**src/rtl/cpu_term_gen.sv**
```systemverilog
// 68030 slave-side bus responder for SDMAC register accesses: synchronises AS_/DS_,
// issues one-cycle register strobes, inserts wait states and terminates via DSACK_ or STERM_.
module cpu_term_gen #(
    parameter int unsigned WAIT_STATES = 2,
    parameter int unsigned USE_STERM   = 0,
    parameter int unsigned SYNC_STAGES = 2
) (
    input  logic        CLK,
    input  logic        RST,
    input  logic        AS_,
    input  logic        DS_,
    input  logic        R_W,
    input  logic        CS,
    input  logic [4:0]  A,
    input  logic [31:0] REG_DIN,
    output logic [4:0]  REG_ADDR,
    output logic        RD_STB,
    output logic        WR_STB,
    output logic [31:0] DOUT,
    output logic        DBOE_,
    output logic        DSACK_,
    output logic        DSACK_OE,
    output logic        STERM_
);

    typedef enum logic [2:0] {
        StIdle,
        StDecode,
        StIgnore,
        StAccess,
        StWait,
        StTerm,
        StRelease,
        StHold
    } state_e;

    state_e                 state_q;
    state_e                 abort_state;
    logic [SYNC_STAGES-1:0] as_sync_q;
    logic [SYNC_STAGES-1:0] ds_sync_q;
    logic [3:0]             wait_cnt_q;
    logic                   read_q;
    logic                   ass;
    logic                   dss;

    assign ass = as_sync_q[SYNC_STAGES-1];
    assign dss = ds_sync_q[SYNC_STAGES-1];

    // A driven DSACK_ must be released actively before tristating.
    assign abort_state = DSACK_OE ? StRelease : StIdle;

    always_ff @(posedge CLK) begin
        if (RST) begin
            as_sync_q <= '1;
            ds_sync_q <= '1;
        end else begin
            as_sync_q <= {as_sync_q[SYNC_STAGES-2:0], AS_};
            ds_sync_q <= {ds_sync_q[SYNC_STAGES-2:0], DS_};
        end
    end

    always_ff @(posedge CLK) begin
        if (RST) begin
            state_q    <= StIdle;
            wait_cnt_q <= 4'd0;
            read_q     <= 1'b0;
            REG_ADDR   <= 5'd0;
            RD_STB     <= 1'b0;
            WR_STB     <= 1'b0;
            DOUT       <= 32'd0;
            DBOE_      <= 1'b1;
            DSACK_     <= 1'b1;
            DSACK_OE   <= 1'b0;
            STERM_     <= 1'b1;
        end else begin
            RD_STB <= 1'b0;
            WR_STB <= 1'b0;
            unique case (state_q)
                StIdle: begin
                    if (!ass) state_q <= StDecode;
                end
                StDecode: begin
                    REG_ADDR <= A;
                    read_q   <= R_W;
                    if (ass) begin
                        state_q <= abort_state;
                    end else if (!CS) begin
                        state_q <= StIgnore;
                    end else if (R_W) begin
                        state_q <= StAccess;
                        RD_STB  <= 1'b1;
                        DBOE_   <= 1'b0;
                    end else if (!dss) begin
                        state_q <= StAccess;
                        WR_STB  <= 1'b1;
                    end
                end
                StIgnore: begin
                    if (ass) state_q <= StIdle;
                end
                StAccess: begin
                    if (read_q) DOUT <= REG_DIN;
                    wait_cnt_q <= 4'(WAIT_STATES);
                    if (ass) begin
                        state_q <= abort_state;
                        DBOE_   <= 1'b1;
                    end else if (WAIT_STATES == 0) begin
                        state_q <= StTerm;
                        if (USE_STERM != 0) begin
                            STERM_ <= 1'b0;
                        end else begin
                            DSACK_   <= 1'b0;
                            DSACK_OE <= 1'b1;
                        end
                    end else begin
                        state_q <= StWait;
                    end
                end
                StWait: begin
                    wait_cnt_q <= wait_cnt_q - 4'd1;
                    if (ass) begin
                        state_q <= abort_state;
                        DBOE_   <= 1'b1;
                    end else if (wait_cnt_q <= 4'd1) begin
                        state_q <= StTerm;
                        if (USE_STERM != 0) begin
                            STERM_ <= 1'b0;
                        end else begin
                            DSACK_   <= 1'b0;
                            DSACK_OE <= 1'b1;
                        end
                    end
                end
                StTerm: begin
                    if (USE_STERM != 0) begin
                        STERM_  <= 1'b1;
                        DBOE_   <= 1'b1;
                        state_q <= StHold;
                    end else if (ass) begin
                        DSACK_  <= 1'b1;
                        DBOE_   <= 1'b1;
                        state_q <= StRelease;
                    end
                end
                StRelease: begin
                    DSACK_OE <= 1'b0;
                    state_q  <= StIdle;
                end
                StHold: begin
                    if (ass) state_q <= StIdle;
                end
            endcase
        end
    end

endmodule

```
**config.mk**
```make
export PLATFORM = sky130hd
export DESIGN_NAME = cpu_term_gen
export DESIGN_NICKNAME = d
export VERILOG_FILES = /design/src/rtl/cpu_term_gen.sv
export SDC_FILE = /design/constraint.sdc
export NUM_CORES = 1
export LEC_CHECK = 0
export CORE_ASPECT_RATIO = 1.1
export CORE_MARGIN = 2
export CORE_UTILIZATION = 46
export DETAILED_ROUTE_END_ITERATION = 8
export GPL_TIMING_DRIVEN = 0
export PLACE_DENSITY = 0.86
export SYNTH_ARGS = -nofsm -noshare
export SYNTH_HDL_FRONTEND = slang
export SYNTH_SLANG_ARGS = --single-unit
```
**constraint.sdc**
```tcl
create_clock -name CLK -period 2.4 [get_ports CLK]
set_clock_uncertainty 0.05 [all_clocks]
set_input_delay 0.6 -clock CLK [delete_from_list [all_inputs] [get_ports CLK]]
set_output_delay 0.6 -clock CLK [all_outputs]
set_load 0.1 [all_outputs]
```
=== Yosys cells after proc, flatten, opt, wreduce, memory -nomap -nowiden ===
Cells that the tools add are included.

* Input bits: 43
* Register bits: 54

* $add $sub $neg: 1
* Bitwise gates (word level): 2
* Multiplexer cells: 26
* Reductions and logical operators: 14
* Order comparisons: 1
* Equal/unequal tests: 18

{| class="wikitable"
|+ Operators by type and width
! operator !! number
|-
| 3-bit two-way mux || 11
|-
| 3-bit one-hot mux with 7 select lines || 1
|-
| 2-bit != test, second input constant || 7
|-
| 3-bit equality test, second input constant || 4
|-
| 1-bit two-way mux || 10
|-
| 5-bit AND reduction || 2
|-
| 4-bit one-hot mux with 2 select lines || 1
|-
| 2-bit nonzero test || 4
|-
| 3-bit by 2-bit equality test with 1-bit output, second input constant || 2
|-
| 1-bit one-hot mux with 2 select lines || 3
|-
| 5-bit != test, second input constant || 1
|-
| 5-bit OR reduction || 1
|-
| 4-bit by 1-bit less-or-equal comparator with 1-bit output, second input constant || 1
|-
| 2-bit by 1-bit != test with 1-bit output, second input constant || 2
|-
| 4-bit AND reduction || 1
|-
| 4-bit OR reduction || 1
|-
| 4-bit by 1-bit subtractor with 4-bit output, second input constant || 1
|-
| 3-bit by 1-bit equality test with 1-bit output, second input constant || 1
|-
| 3-bit logical NOT || 1
|-
| 3-bit != test, second input constant || 1
|-
| 3-bit AND reduction || 1
|-
| 3-bit OR reduction || 1
|-
| 1-bit inverter || 2
|-
| 2-bit AND reduction || 1
|-
| 2-bit OR reduction || 1
|}

=== Logic depth before layout (Yosys ltp) ===
Gate-level depths: netlist (run 1).

* Depth in word-level cells: 5
* Mapped depth: 6
* Depth with buffers taken out: 6

=== Least setup slack after synthesis (run 1) ===
OpenSTA, ideal clock, no wires.

* Kind: reg2reg
* From: reg DSACK_OE
* To: reg state_q[1]
* Setup slack: 0.661 ns
* Clock period less this slack: 1.739 ns
* Stages on the path, launching flop included: 5
* Arrival time: 1.631 ns
* Data required time: 2.291 ns
* Cells stage by stage: dfxtp_1 > a21oi_1 > a211o_1 > a21oi_1 > mux2_1

* Cells in the longest elaborated chain, start to end: 3
* Elaborated cells between the ends (all ways): 5

{| class="wikitable"
|+ Ends and longest elaborated chain
! item !! RTL line !! text
|-
| start: declaration || 22 || <nowiki>output logic DSACK_OE,</nowiki>
|-
| start signal: assignment || 73 || <nowiki>DSACK_OE <= 1'b0;</nowiki>
|-
| start signal: assignment || 113 || <nowiki>DSACK_OE <= 1'b1;</nowiki>
|-
| start signal: assignment || 130 || <nowiki>DSACK_OE <= 1'b1;</nowiki>
|-
| 3-bit two-way mux (*) || 50 || <nowiki>assign abort_state = DSACK_OE ? StRelease : StIdle;</nowiki>
|-
| 3-bit two-way mux, on equally long branches || 121, 104, 85 ||
|-
| 3-bit one-hot mux with 7 select lines (*) || 78 || <nowiki>unique case (state_q)</nowiki>
|-
| end signal: assignment || 80 || <nowiki>if (!ass) state_q <= StDecode;</nowiki>
|-
| end signal: assignment || 122 || <nowiki>state_q <= abort_state;</nowiki>
|-
| end signal: assignment || 125 || <nowiki>state_q <= StTerm;</nowiki>
|-
| end: declaration || 37 || <nowiki>state_e state_q;</nowiki>
|}

Mark *: on every way between the ends. The rest lies on a longest branch, timed or not.
A chain may end at the register's enable or synchronous reset.

=== Final worst setup path (run 1) ===
* From: reg DSACK_OE
* To: out DSACK_OE

No word-level cell between the ends.

==> impl_metrics.tcl, run 1 <==
set metrics [dict create \
    dieArea_um2 5303 \
    maxCapViolations 0 \
    fin_ws_ns 0.1692 \
    drc_errors 0 \
    async_flop_share 0 \
    yosysSeqAreaShare 0.4963 \
    swShare 0.2916 \
    post-route-period-util 0.9295 \
    arrival_ns 1.58 \
    timing.fmax_mhz 448.3 \
    setup_violations 0 \
    slowest_stage "dlygate4sd2_1" \
    cts_root_buffer "clkbuf_8" \
    postCtsSetupRepairBufs 0 \
    coreArea_um2 4587 \
    grt_overflow_total 0 \
    dr.pass1.iters 4 \
    synthCells 262 \
    crit_path_cell_trace "dlygate4sd2_1" \
    synth_warnings 0 \
    r2r_start "wait_cnt_q[1]" \
    crit_cells 1 \
    critPathKind "flop to primary output" \
    cts_num_sinks 54 \
    clkLatencyLatePin_ns 0.32 \
    ys_ff_latch 54 \
    drt-wirelength-per-cell_um 12.70 \
    port_buffers 84 \
    pre_cts_slack_ns 0.2072 \
    die_w_um 69.61 \
    tns_ns 0 \
    ys_types 39 \
    hpwl_um 3816 \
    drt_iter0_markers 95 \
    drive_gt1_frac 0.07345 \
    ff2ff_path_depth 6 \
    gp_congestion 0.8826 \
    hold_viol 0 \
    cts_tree "built" \
    path_clk_slew_ns 0.09 \
    wl_um 5205 \
    hold_end "as_sync_q[1]" \
    placed_cells 402 \
    synth_area_leaders "dfxtp_1, nand2_1, a21oi_1" \
    rsz0062_at_grt "no" \
    vias 2075 \
    synthFlopType "dfxtp_1" \
    numCtsBuffers 5 \
    grt_pass1_wl_um 8652 \
    p_sw_w 0.0005805 \
    critPathLaunchType "flop" \
    detail-route-antenna-nets 0 \
    p_int_w 0.001410 \
    grt_max_degree 19 \
    finalNetCount 398 \
    power_density_nw_per_um2 631.1 \
    p_clk_frac 0.316 \
    die_h_um 76.18 \
    r2r_end "state_q[1]" \
    start_util 0.4749 \
    critPathBufInv 1 \
    syn_to_final_growth_pct 44.80 \
    cp.required_ns 1.75 \
    max_stage_delay_ns 0.87 \
    clockBufferDepth 2 \
    combinationalPowerShare 0.208 \
    insertedDiodeCount 0 \
    worst_hold_slack_ns 0.3665 \
    crit_fanout 5 \
    yosysMostFrequentCell "nand2_1" \
    p_leak_nw 1.322 \
    syn-num-nets 307 \
    utilization 0.6877 \
    crit_family "buffers and inverters" \
    pin_count 86 \
    slew_headroom 0.3515 \
    r2r_slack_ns 0.61 \
    crit_path_start "DSACK_OE" \
    viasPerCell 5.061 \
    rows 26 \
    maxSlewViolCount 0 \
    synth.avg_cell_area_um2 8.314 \
    worst_pin_slew_ns 0.9767 \
    grt_pass1_vias 1913 \
    min_path_cells 1 \
    grt_usage 0.1970 \
    status "complete, no violations" \
    ir_worst_vdd_mv 0.6149 \
    hold_class "flop to flop" \
    synthTopCellsByCount "nand2_1, dfxtp_1, a21oi_1" \
    period_minus_slack_ns 2.231 \
    synthesis.area_um2 2178 \
    p_seq_frac 0.476 \
    worstSetupEndpointType "primary output" \
    antenna_found_initial 0 \
    hold_start "as_sync_q[0]" \
    synth_edf_count 0 \
    finalNonFillerCells 410 \
    htreeDepth 2 \
    synth_top_area_cell "dfxtp_1" \
    synth_top_area_frac 0.4963 \
]
[power groups by stage]
stage | clock network, W | registers (W) | logic [W]
finish | 0.000629 | 0.000947 | 0.000415
global route | 0.000680 | 0.000952 | 0.000442
CTS | 0.000643 | 0.000947 | 0.000415
detailed placement | 0 | 0.000967 | 0.000424
global placement | 0 | 0.000967 | 0.000419
floorplan | 0 | 0.00107 | 0.000185
[how the worst max path moves through the flow]
stage | slack [ns] | to
after CTS | 0.15 | DSACK_OE
after global placement | 0.20 | DSACK_OE
final | 0.17 | DSACK_OE
after floorplan | 0.66 | state_q[1]
after detailed placement | 0.21 | wait_cnt_q[2]
after global routing | 0.11 | DSACK_OE
[layer usage]
metal  vias to the layer above  global-route usage  share of wire
met5                         -                   0              0
met4                         0             0.06538          0.015
met3                         9             0.05423          0.071
met2                        82              0.3308           0.49
met1                       935              0.2444           0.43
li1                       1049                   -              -
[kinds of logic (layout without fill, tap and decap cells)]
group                    Yosys count  count (layout)  share of synthesized area
AND/OR/NAND/NOR                  112             112                     0.2275
other                              1               1                   0.001721
XOR/XNOR                           1               1                   0.004021
AO/OA/AOI/OAI                     58              58                     0.1597
adder cells (fa/ha/maj)            2               2                    0.01149
multiplexers                       9               9                    0.04250
flip-flops                        54              54                     0.4963
buffers and inverters             25             117                    0.05686
[final cells by class]
type,instances,area (um^2)
plain buffers,20,105.1
clock buffers,5,68.82
clock inverters,3,48.80
fillers,386,1433
inverters,5,18.77
multi-input cells,183,973.4
flip-flops and latches,54,1081
well taps,56,70.07
repair buffers,84,788.3
[timing repair]
action,in CTS,in global routing
resized for setup,42,0
setup endpoints to repair,42,0
hold buffers,0,0
[cells in the final DEF, fill, tap and decap left out, types with 5 or more instances in the layout]
cell,instances
dlygate4sd2_1,42
nor2_1,16
inv_1,5
clkdlybuf4s50_1,42
clkbuf_8,5
clkbuf_1,10
mux2i_1,7
a21oi_1,43
buf_2,6
nand2_1,68
dfxtp_1,54
[flip-flops by register name, summed over array words and instances, names as in the netlist]
register	cells
DOUT	32
REG_ADDR	5
wait_cnt_q	4
state_q	3
as_sync_q	2
ds_sync_q	2
DBOE_	1
DSACK_	1
DSACK_OE	1
RD_STB	1
WR_STB	1
read_q	1
[stage by stage]
step                      total power (W)  cell area [um^2]
after floorplan                  0.001255              2178
after global placement           0.001386              3089
after detailed placement         0.001391              3089
after CTS                        0.002005              3154
after global routing             0.002074              3154
final                            0.001991              3154
Power figures use the tool's default switching activity.
==> inputs of run 2 (changes only) <==
--- a/config.mk
+++ b/config.mk
@@ -9,6 +9,7 @@
 export CORE_MARGIN = 2
 export CORE_UTILIZATION = 46
 export DETAILED_ROUTE_END_ITERATION = 8
+export GPL_ROUTABILITY_DRIVEN = 0
 export GPL_TIMING_DRIVEN = 0
 export PLACE_DENSITY = 0.86
 export SYNTH_ARGS = -nofsm -noshare
==> results of run 2 <==
No change in the layout: final DEF, timing and power equal those of run 1.
==> inputs of run 3 (changes only) <==
--- a/config.mk
+++ b/config.mk
@@ -8,6 +8,7 @@
 export CORE_ASPECT_RATIO = 1.1
 export CORE_MARGIN = 2
 export CORE_UTILIZATION = 46
+export CTS_CLUSTER_DIAMETER = 60
 export DETAILED_ROUTE_END_ITERATION = 8
 export GPL_ROUTABILITY_DRIVEN = 0
 export GPL_TIMING_DRIVEN = 0
==> results of run 3 <==
No change in the layout: final DEF, timing and power equal those of run 1.
